--- src/rtl/store_bus_sequencer_pkg.sv ---
// Shared definitions for the store bus sequencer: store op encodings, FSM state
// encodings, exception causes, the byte-mask helper and the per-word bus payload.
// Configuration macro used by the including RTL: STORE_MISALIGN_SPLIT_EN.
package store_bus_sequencer_pkg;

  // Store op encodings (riscv_defines.vh STORE_OP_* values)
  localparam int unsigned STORE_OP_WIDTH = 2;
  localparam logic [STORE_OP_WIDTH-1:0] STORE_OP_SB = 2'd0;
  localparam logic [STORE_OP_WIDTH-1:0] STORE_OP_SH = 2'd1;
  localparam logic [STORE_OP_WIDTH-1:0] STORE_OP_SW = 2'd2;

  // Sequencer state encodings
  localparam int unsigned STATE_W = 3;
  localparam logic [2:0] S_IDLE = 3'd0;
  localparam logic [2:0] S_LO   = 3'd1;
  localparam logic [2:0] S_GAP  = 3'd2;
  localparam logic [2:0] S_HI   = 3'd3;
  localparam logic [2:0] S_RESP = 3'd4;

  // Exception causes reported on resp_cause
  localparam int unsigned CAUSE_W = 4;
  localparam logic [CAUSE_W-1:0] CAUSE_STORE_MISALIGNED = 4'd6;
  localparam logic [CAUSE_W-1:0] CAUSE_ILLEGAL_INSTR    = 4'd2;

  localparam int unsigned WORD_W = 32;
  localparam int unsigned STRB_W = 4;

  // One aligned bus word: lane-positioned data plus its strobes
  typedef struct packed {
    logic [WORD_W-1:0] wdata;
    logic [STRB_W-1:0] wstrb;
  } lane_word_t;

  // Right-justified byte mask for a store op; zero marks an illegal op
  function automatic logic [STRB_W-1:0] store_base_mask(input logic [STORE_OP_WIDTH-1:0] op);
    logic [STRB_W-1:0] m;
    case (op)
      STORE_OP_SB: m = 4'b0001;
      STORE_OP_SH: m = 4'b0011;
      STORE_OP_SW: m = 4'b1111;
      default:     m = 4'b0000;
    endcase
    return m;
  endfunction

endpackage

--- src/rtl/store_lane_shift.sv ---
// Combinational lane shifter: positions right-justified store data and its byte
// mask across a two-word window according to the byte offset.
// Ports: addr (byte offset), op (store op), data (right-justified data) ->
//        data64 (lane-positioned data, unselected lanes 0), mask8 (byte mask),
//        split (store touches the upper word), op_valid (op is SB/SH/SW).
module store_lane_shift
  import store_bus_sequencer_pkg::*;
(
  input  logic [1:0]                addr,
  input  logic [STORE_OP_WIDTH-1:0] op,
  input  logic [WORD_W-1:0]         data,
  output logic [2*WORD_W-1:0]       data64,
  output logic [2*STRB_W-1:0]       mask8,
  output logic                      split,
  output logic                      op_valid
);

  logic [STRB_W-1:0] base;
  logic [WORD_W-1:0] byte_mask;

  // Bytes above the op size are cleared so unselected lanes always drive 0
  always_comb begin
    base      = store_base_mask(op);
    op_valid  = (base != 4'b0000);
    byte_mask = {{8{base[3]}}, {8{base[2]}}, {8{base[1]}}, {8{base[0]}}};
    mask8     = 8'(base) << addr;
    data64    = 64'(data & byte_mask) << {addr, 3'b000};
    split     = |mask8[7:4];
  end

endmodule

--- src/rtl/store_bus_sequencer.sv ---
// Store-side sequencer between the LSU and the word-wide data bus. Accepts one
// store at a time, drives aligned bus writes with byte strobes, splits
// word-crossing stores when STORE_MISALIGN_SPLIT_EN is defined (otherwise
// faults them), and reports completion or a fault with a one-cycle pulse.
// Ports: clk/resetn (sync active-low); req_* store request handshake;
//        resp_* completion/fault report; mem_* bus valid/ready write channel.
// Macro: STORE_MISALIGN_SPLIT_EN enables two-transaction misaligned stores.
module store_bus_sequencer
  import store_bus_sequencer_pkg::*;
#(
  parameter int unsigned ADDR_WIDTH = 32
) (
  input  logic                      clk,
  input  logic                      resetn,
  input  logic                      req_valid,
  output logic                      req_ready,
  input  logic [ADDR_WIDTH-1:0]     req_addr,
  input  logic [STORE_OP_WIDTH-1:0] req_op,
  input  logic [WORD_W-1:0]         req_data,
  output logic                      resp_valid,
  output logic                      resp_err,
  output logic [CAUSE_W-1:0]        resp_cause,
  output logic [ADDR_WIDTH-1:0]     resp_tval,
  output logic                      mem_valid,
  input  logic                      mem_ready,
  output logic [ADDR_WIDTH-1:0]     mem_addr,
  output logic [WORD_W-1:0]         mem_wdata,
  output logic [STRB_W-1:0]         mem_wstrb
);

  logic [STATE_W-1:0]    state, state_d;
  logic                  mem_valid_d;
  logic [ADDR_WIDTH-1:0] mem_addr_d;
  logic [WORD_W-1:0]     mem_wdata_d;
  logic [STRB_W-1:0]     mem_wstrb_d;
  logic                  resp_valid_d, resp_err_d;
  logic [CAUSE_W-1:0]    resp_cause_d;
  logic [ADDR_WIDTH-1:0] resp_tval_d;

  logic [2*WORD_W-1:0]   data64;
  logic [2*STRB_W-1:0]   mask8;
  logic                  split, op_valid, misalign_fault;
  logic [ADDR_WIDTH-1:0] lo_addr;

  store_lane_shift u_lane (
    .addr     (req_addr[1:0]),
    .op       (req_op),
    .data     (req_data),
    .data64   (data64),
    .mask8    (mask8),
    .split    (split),
    .op_valid (op_valid)
  );

  assign lo_addr   = {req_addr[ADDR_WIDTH-1:2], 2'b00};
  assign req_ready = (state == S_IDLE);

`ifdef STORE_MISALIGN_SPLIT_EN
  // Upper-word payload captured at accept, issued after the gap cycle
  logic                  split_q, split_d;
  logic [ADDR_WIDTH-1:0] hi_addr_q, hi_addr_d;
  lane_word_t            hi_word_q, hi_word_d;

  assign misalign_fault = 1'b0;
`else
  logic unused_hi;

  // Crossing stores always fault; SH at odd offsets faults even when in-word
  assign misalign_fault = split
                        | ((req_op == STORE_OP_SH) & req_addr[0])
                        | ((req_op == STORE_OP_SW) & (req_addr[1:0] != 2'b00));
  assign unused_hi      = ^{data64[63:32], mask8[7:4]};
`endif

  // Next-state and next-output logic
  always_comb begin
    state_d      = state;
    mem_valid_d  = mem_valid;
    mem_addr_d   = mem_addr;
    mem_wdata_d  = mem_wdata;
    mem_wstrb_d  = mem_wstrb;
    resp_valid_d = 1'b0;
    resp_err_d   = 1'b0;
    resp_cause_d = '0;
    resp_tval_d  = '0;
`ifdef STORE_MISALIGN_SPLIT_EN
    split_d      = split_q;
    hi_addr_d    = hi_addr_q;
    hi_word_d    = hi_word_q;
`endif
    case (state)
      S_IDLE: begin
        if (req_valid) begin
          if (!op_valid) begin
            state_d      = S_RESP;
            resp_valid_d = 1'b1;
            resp_err_d   = 1'b1;
            resp_cause_d = CAUSE_ILLEGAL_INSTR;
            resp_tval_d  = req_addr;
          end else if (misalign_fault) begin
            state_d      = S_RESP;
            resp_valid_d = 1'b1;
            resp_err_d   = 1'b1;
            resp_cause_d = CAUSE_STORE_MISALIGNED;
            resp_tval_d  = req_addr;
          end else begin
            state_d     = S_LO;
            mem_valid_d = 1'b1;
            mem_addr_d  = lo_addr;
            mem_wdata_d = data64[31:0];
            mem_wstrb_d = mask8[3:0];
`ifdef STORE_MISALIGN_SPLIT_EN
            split_d         = split;
            hi_addr_d       = lo_addr + ADDR_WIDTH'(4);
            hi_word_d.wdata = data64[63:32];
            hi_word_d.wstrb = mask8[7:4];
`endif
          end
        end
      end
      S_LO: begin
        if (mem_ready) begin
          mem_valid_d = 1'b0;
`ifdef STORE_MISALIGN_SPLIT_EN
          if (split_q) begin
            state_d = S_GAP;
          end else begin
            state_d      = S_RESP;
            resp_valid_d = 1'b1;
          end
`else
          state_d      = S_RESP;
          resp_valid_d = 1'b1;
`endif
        end
      end
`ifdef STORE_MISALIGN_SPLIT_EN
      S_GAP: begin
        state_d     = S_HI;
        mem_valid_d = 1'b1;
        mem_addr_d  = hi_addr_q;
        mem_wdata_d = hi_word_q.wdata;
        mem_wstrb_d = hi_word_q.wstrb;
      end
      S_HI: begin
        if (mem_ready) begin
          mem_valid_d  = 1'b0;
          state_d      = S_RESP;
          resp_valid_d = 1'b1;
        end
      end
`endif
      S_RESP: state_d = S_IDLE;
      default: state_d = S_IDLE;
    endcase
  end

  // State and registered outputs; reset abandons any in-flight transaction
  always_ff @(posedge clk) begin
    if (!resetn) begin
      state      <= S_IDLE;
      mem_valid  <= 1'b0;
      mem_addr   <= '0;
      mem_wdata  <= '0;
      mem_wstrb  <= '0;
      resp_valid <= 1'b0;
      resp_err   <= 1'b0;
      resp_cause <= '0;
      resp_tval  <= '0;
`ifdef STORE_MISALIGN_SPLIT_EN
      split_q    <= 1'b0;
      hi_addr_q  <= '0;
      hi_word_q  <= '0;
`endif
    end else begin
      state      <= state_d;
      mem_valid  <= mem_valid_d;
      mem_addr   <= mem_addr_d;
      mem_wdata  <= mem_wdata_d;
      mem_wstrb  <= mem_wstrb_d;
      resp_valid <= resp_valid_d;
      resp_err   <= resp_err_d;
      resp_cause <= resp_cause_d;
      resp_tval  <= resp_tval_d;
`ifdef STORE_MISALIGN_SPLIT_EN
      split_q    <= split_d;
      hi_addr_q  <= hi_addr_d;
      hi_word_q  <= hi_word_d;
`endif
    end
  end

endmodule

--- config.mk ---
export PLATFORM = sky130hd
export DESIGN_NAME = store_bus_sequencer
export DESIGN_NICKNAME = d
export VERILOG_FILES = /design/src/rtl/store_bus_sequencer_pkg.sv /design/src/rtl/store_lane_shift.sv /design/src/rtl/store_bus_sequencer.sv
export SDC_FILE = /design/constraint.sdc
export NUM_CORES = 1
export LEC_CHECK = 0
export CAP_MARGIN = 20
export CORE_MARGIN = 8
export CORE_UTILIZATION = 48
export CTS_BUF_LIST = sky130_fd_sc_hd__clkbuf_8
export CTS_CLUSTER_SIZE = 24
export DETAILED_ROUTE_END_ITERATION = 7
export PLACE_DENSITY_LB_ADDON = 0.25
export RECOVER_POWER = 25
export SYNTH_ARGS = -nofsm -noshare
export SYNTH_HDL_FRONTEND = slang
export SYNTH_SLANG_ARGS = --single-unit
--- constraint.sdc ---
create_clock -name clk -period 4.95 [get_ports clk]
set_input_delay 0.7425 -clock clk [delete_from_list [all_inputs] [get_ports clk]]
set_output_delay 0.7425 -clock clk [all_outputs]
set_load 0.1 [all_outputs]
[Yosys cells after proc, flatten, opt, wreduce, memory -nomap -nowiden]
Index checks and enable logic that the tools add are counted.
Operators by class
  add/sub/neg operators: 0
  multipliers: 0
  divide/modulo/power cells: 0
  $lt $le $gt $ge: 0
  equal/unequal tests: 7
  shifts and indexed selects: 2
  multiplexer cells: 20
  bitwise logic cells: 6
  reduce and logical (&&, ||, !) cells: 12
Operators by type and width (number)
  32-bit two-way mux: 2
  64-bit by 5-bit << shifter with 32-bit output: 1
  32-bit bitwise AND: 1
  3-bit two-way mux: 5
  4-bit one-hot mux with 3 select lines: 1
  1-bit two-way mux: 8
  4-bit AND reduction: 2
  4-bit by 2-bit << shifter with 8-bit output: 1
  2-bit inequality test (second input constant): 3
  3-bit one-hot mux with 2 select lines: 1
  5-bit AND reduction: 1
  1-bit one-hot mux with 2 select lines: 2
  2-bit AND reduction: 2
  2-bit nonzero test: 2
  4-bit nonzero test: 1
  4-bit OR reduction: 1
  3-bit by 1-bit == test with 1-bit output (second input constant): 1
  3-bit zero test: 1
  3-bit AND reduction: 1
  1-bit bitwise AND: 2
  2-bit by 1-bit == test with 1-bit output (second input constant): 1
  2-bit == test (second input constant): 1
  2-bit zero test: 1
  2-bit two-way mux: 1
  other kinds (3): 4
Word-level totals
  bits in registers: 107
  latch bits: 0
  memory bits (writable): 0
  memory bits (read-only): 0
  input port bits: 70
  output and inout bits: 108
  word-level logic and storage cells: 57
  memories kept: 0

[Logic depth before layout (Yosys ltp)]
  depth after elaboration: 10
  gate-level depth with buffers: 9
  mapped depth without buffers: 6

[By module]
Synthesis repeated with hierarchy kept, for this count alone.
Second synthesis, totals
  cells, all modules: 564
  area total of the unflattened synthesis: 4931.0 sq um
Modules (own cells, without submodules)
  store_bus_sequencer: instances 1, cells each 390, area an instance 3819.9 sq um, seq. area each 2102.0 sq um
  store_lane_shift: instances 1, cells each 174, area an instance 1111.1 sq um, seq. area each 0.0 sq um

[Least setup slack after synthesis]
No wires, ideal clock.
  path type: register -> register
  start: register state[2]
  end: register mem_addr[18]
  library setup time: 0.072 ns
  arrival time: 2.609 ns
  data required time: 4.878 ns
  setup slack: 2.269 ns
  cell stages (with the launch flop): 7
  period minus slack after synthesis: 2.681 ns
  path through: dfxtp_1 nor2_1 nand2_1 nor3_2 buf_6 buf_8 mux2i_1
On the way
  cells in the longest elaborated chain, start to end: 2
RTL lines
  from (decl): line store_bus_sequencer.sv:31  | logic [STATE_W-1:0] state, state_d;
  from (signal assigned): line store_bus_sequencer.sv:176  | state <= state_d;
  3-bit zero test
  named net req_ready: line store_bus_sequencer.sv:16  | output logic req_ready,
  4-bit AND reduction (no source line)
  to (signal assigned): line store_bus_sequencer.sv:178  | mem_addr <= mem_addr_d;
  to (decl): line store_bus_sequencer.sv:26  | output logic [ADDR_WIDTH-1:0] mem_addr,
The timed path passes the listed nets, and every way through them passes these cells.
A chain may end at the register's enable or synchronous reset.

[Worst setup path in the final report]
  start: input req_op[0]
  end: register mem_wdata[23]
On the way
  cells in the longest elaborated chain, start to end: 8
RTL lines
  from (decl): line store_bus_sequencer.sv:18  | input logic [STORE_OP_WIDTH-1:0] req_op,
  2-bit == test, or another cell as far along: line store_bus_sequencer_pkg.sv:37, store_bus_sequencer.sv:71
  4-bit one-hot mux with 3 select lines: line store_bus_sequencer_pkg.sv:37  | case (op)
  4-bit by 2-bit << shifter with 8-bit output: line store_lane_shift.sv:26  | mask8 = 8'(base) << addr;
  4-bit OR reduction: line store_lane_shift.sv:28  | split = |mask8[7:4];
  1-bit bitwise OR: line store_bus_sequencer.sv:70  | | ((req_op == STORE_OP_SH) & req_addr[0])
  1-bit bitwise OR: line store_bus_sequencer.sv:71  | | ((req_op == STORE_OP_SW) & (req_addr[1:0] != 2'b00));
  1-bit inverter (no source line)
  4-bit AND reduction (no source line)
  to (signal assigned): line store_bus_sequencer.sv:179  | mem_wdata <= mem_wdata_d;
  to (decl): line store_bus_sequencer.sv:27  | output logic [WORD_W-1:0] mem_wdata,
Several ways; a longest one is shown, not always the timed one.

==> run metrics <==
pwr dens approximately 330 nW/um2; Critical Path, Cell by Cell dlygate4sd3_1, inv_1, ha_1, nor2b_1, o31ai_2, nand3_2, o31ai_1; register area share after synthesis 0.472; Area growth syn-to-layout 43.2%; RePlAce Congestion a little over 0.9; Max Cap Viol 0; Yosys cell types 43; IR drop worst, VDD between 0.0002 and 0.00025 V; Inserted Diodes 0; Core Footprint about 9100 um2; RSZ-0062 raised after global routing false; # resized after CTS 0; # fillers ~740; Final Cycle Share 0.778; nets ~700; total track usage 0.196; CTS Root Cell clkbuf_8; Setup WS pre-CTS just under 800 ps; sw frac 0.374; Die X 112 um; Detailed Route WL about 13,000 um; largest net degree at the start of global routing a little under 60; Die Y between 100 and 150 um; share of post-route cells with drive strength above 1 0.0476; Max Slew Vio Count 0; I/O Pins around 180; R2R cell count 3; clock latency on the worst-skew pair between 300 and 400 ps; global route overflow 0; Die Area 12,600 um2; Sequential Power Share 0.431; Leak 2.64 nW; final hold violations 0; Worst setup SP type primary input; FF-to-FF End mem_wdata[23]; combinational power share 0.297; Num CTS Buffers 9; switching power around 0.0008 W; H-tree levels 3; r2r setup slk roughly 2700 ps; Critical Path RT around 5200 ps; cell area after synthesis between 4000 and 5000 um2; synth warn 0; Worst Hold Endpoint mem_addr[6]; status complete, no violations; placed insts slightly above 700; min cycle time layout between 3000 and 4000 ps; critical path class in2reg; initial antenna violation count 0; worst reg2reg path startpoint state[2]; Critical Path Max Stage Delay about 910 ps; detailed-route via count 4,001; Crit-path slowest cell nand3_2; ANT nets after route 0; sum of negative setup slack 0 ps; CP delay by family, top compound AO/OA/AOI/OAI gates; Worst Tran Pin Value 1030 ps; Slew headroom 0.314; Pre-antenna DRT Iters 5; hold wc startpoint mem_addr[6]; CTS tree done; via/cell ratio around 5.4; Hold Path Class reg2reg; data arrival time of the critical path 4100 ps; Post-CTS Hold Buffers 0; Setup Fix Bufs, Post-CTS 0; Internal Dissipation 0.00131 W; Remaining DRCs 0; part of the power in the clock network 0.272; Setup Skew roughly 20 ps; Post-Syn Instances roughly 470; 1st-iter DRT viols between 200 and 250; fmax 260 MHz; starting density of the core 0.489; Yosys reg bits roughly 110; row cnt 35; Hold Path Cell Cnt 2; Final setup viols 0; worst setup margin 1100 ps; Clock transition at path regs around 100 ps; CP max FO 29; HPWL Detailed approximately 9700 um; routed len/inst ~17 um; Finished Layout Cells between 700 and 800; Syn Area/Cell 9.39 um2; I/O Buffers 173; Worst setup EP type flop; # clock sinks about 110; Max clock buf depth 2; first-pass GRT wire length roughly 20,000 um; Buf/Inv on CP 2; vias in the first global route around 4,000
==> metrics by stage <==
| stage | total power [W] | instance area (um2) | hold slack (ps) | util |
|---|---|---|---|---|
| 2_1_floorplan | 0.00138 | 4460 | 555 | - |
| 3_3_place_gp | 0.00154 | 6160 | 442 | 0.676 |
| 3_5_place_dp | 0.00155 | 6160 | 451 | 0.676 |
| 4_1_cts | 0.00212 | 6380 | 467 | 0.700 |
| 5_1_grt | 0.00217 | 6380 | 481 | 0.700 |
| 6_report | 0.00209 | 6380 | 462 | 0.700 |
==> cells in the final DEF, fill, tap and decap left out, types with 2 or more instances in the layout <==
cell             instances
clkdlybuf4s50_1        120
nand2_1                116
dfxtp_1                105
mux2i_1                 66
dlygate4sd3_1           52
and2_1                  32
nand2b_1                10
o21ai_0                 10
nand3b_1                 9
clkbuf_8                 9
nor3b_1                  8
a221oi_1                 8
a31oi_1                  8
nand4b_1                 8
o221ai_1                 8
a211oi_1                 7
buf_4                    6
nor2_1                   5
inv_1                    4
ha_1                     4
conb_1                   4
o31a_1                   2
a21oi_1                  2
o21bai_1                 2
inv_8                    2
inv_6                    2
==> how the worst max path moves through the flow <==
| stage | start | end | cells after the start |
|---|---|---|---|
| after floorplan | state[2] | mem_addr[18] | 6 |
| after global placement | req_op[0] | mem_wdata[23] | 7 |
| after detailed placement | req_op[0] | mem_wdata[23] | 7 |
| after CTS | req_op[0] | mem_wdata[23] | 7 |
| after global routing | req_op[0] | mem_wdata[23] | 7 |
| final | req_op[0] | mem_wdata[23] | 7 |
==> power by group through the flow <==
stage	Combinational, W	Clock (W)	Sequential [W]
2_1_floorplan	0.000176	0	0.00120
3_3_place_gp	0.000622	0	0.000921
3_5_place_dp	0.000628	0	0.000923
4_1_cts	0.000629	0.000583	0.000903
5_1_grt	0.000647	0.000619	0.000907
6_report	0.000621	0.000569	0.000902
==> cell usage after synthesis (all sizes together) <==
cell	n	area (um2)
mux2i	66	661
a31oi	8	50.1
or2	1	6.26
nor3	2	15.0
inv	4	15.0
conb	1	3.75
o31ai	2	20.0
buf	19	138
nor3b	9	78.8
o211ai	1	7.51
or3b	1	8.76
and2	33	206
nand3b	9	67.6
o21bai	2	15.0
a311oi	1	8.76
o221ai	8	70.1
o311ai	1	8.76
o211a	1	10.0
nor2	6	25.0
nor2b	1	6.26
a221oi	8	70.1
nand2b	10	62.6
a21oi	3	18.8
nand3	1	10.0
nand4b	8	70.1
clkbuf	23	86.3
o21ai	10	50.1
a211oi	7	52.6
nand2	116	435
nor4	1	6.26
dfxtp	105	2100
ha	4	50.1
o31a	2	17.5
==> cells by family after synthesis <==
logic type | after synthesis | synth area share
AOI/OAI and AO/OA | 54 | 0.0896
adders and majority gates | 4 | 0.0112
buffers and inverters | 46 | 0.0537
DFF | 105 | 0.472
muxes | 66 | 0.148
other | 1 | 0.000842
and+or+nand+nor | 198 | 0.224
==> sequential cells by signal (all words and copies together) (netlist names) <==
signal	count
resp_err	1
resp_cause	2
mem_wstrb	4
resp_valid	1
resp_tval	32
mem_addr	30
mem_valid	1
mem_wdata	32
state	2
==> cell type report <==
cell class / count / area (um2) / area share
Inverter: 4 / 15.0 / 0.00235
Multi-Input combinational cell: 326 / 2130 / 0.334
Timing Repair Buffer: 179 / 1770 / 0.278
Tap cell: 111 / 139 / 0.0218
Clock inverter: 7 / 95.1 / 0.0149
Sequential cell: 105 / 2100 / 0.330
Clock buffer: 9 / 124 / 0.0194
==> worst reg2reg max path, delay by kind of cell (launching register included) <==
kind	cells	cell delay (ps)
AO/OA/AOI/OAI	1	510
flip-flops	1	370
AND/OR/NAND/NOR	2	1220
==> per-layer routing <==
layer	GRT usage	vias to the layer above	wire length, um	share of wire
met3	0.0574	15	1000	0.079
met5	0	-	0	0
met1	0.225	1909	5230	0.41
li1	-	1910	-	-
met2	0.344	167	6330	0.50
met4	0.0567	0	173	0.014
Power figures use the tool's default switching activity.
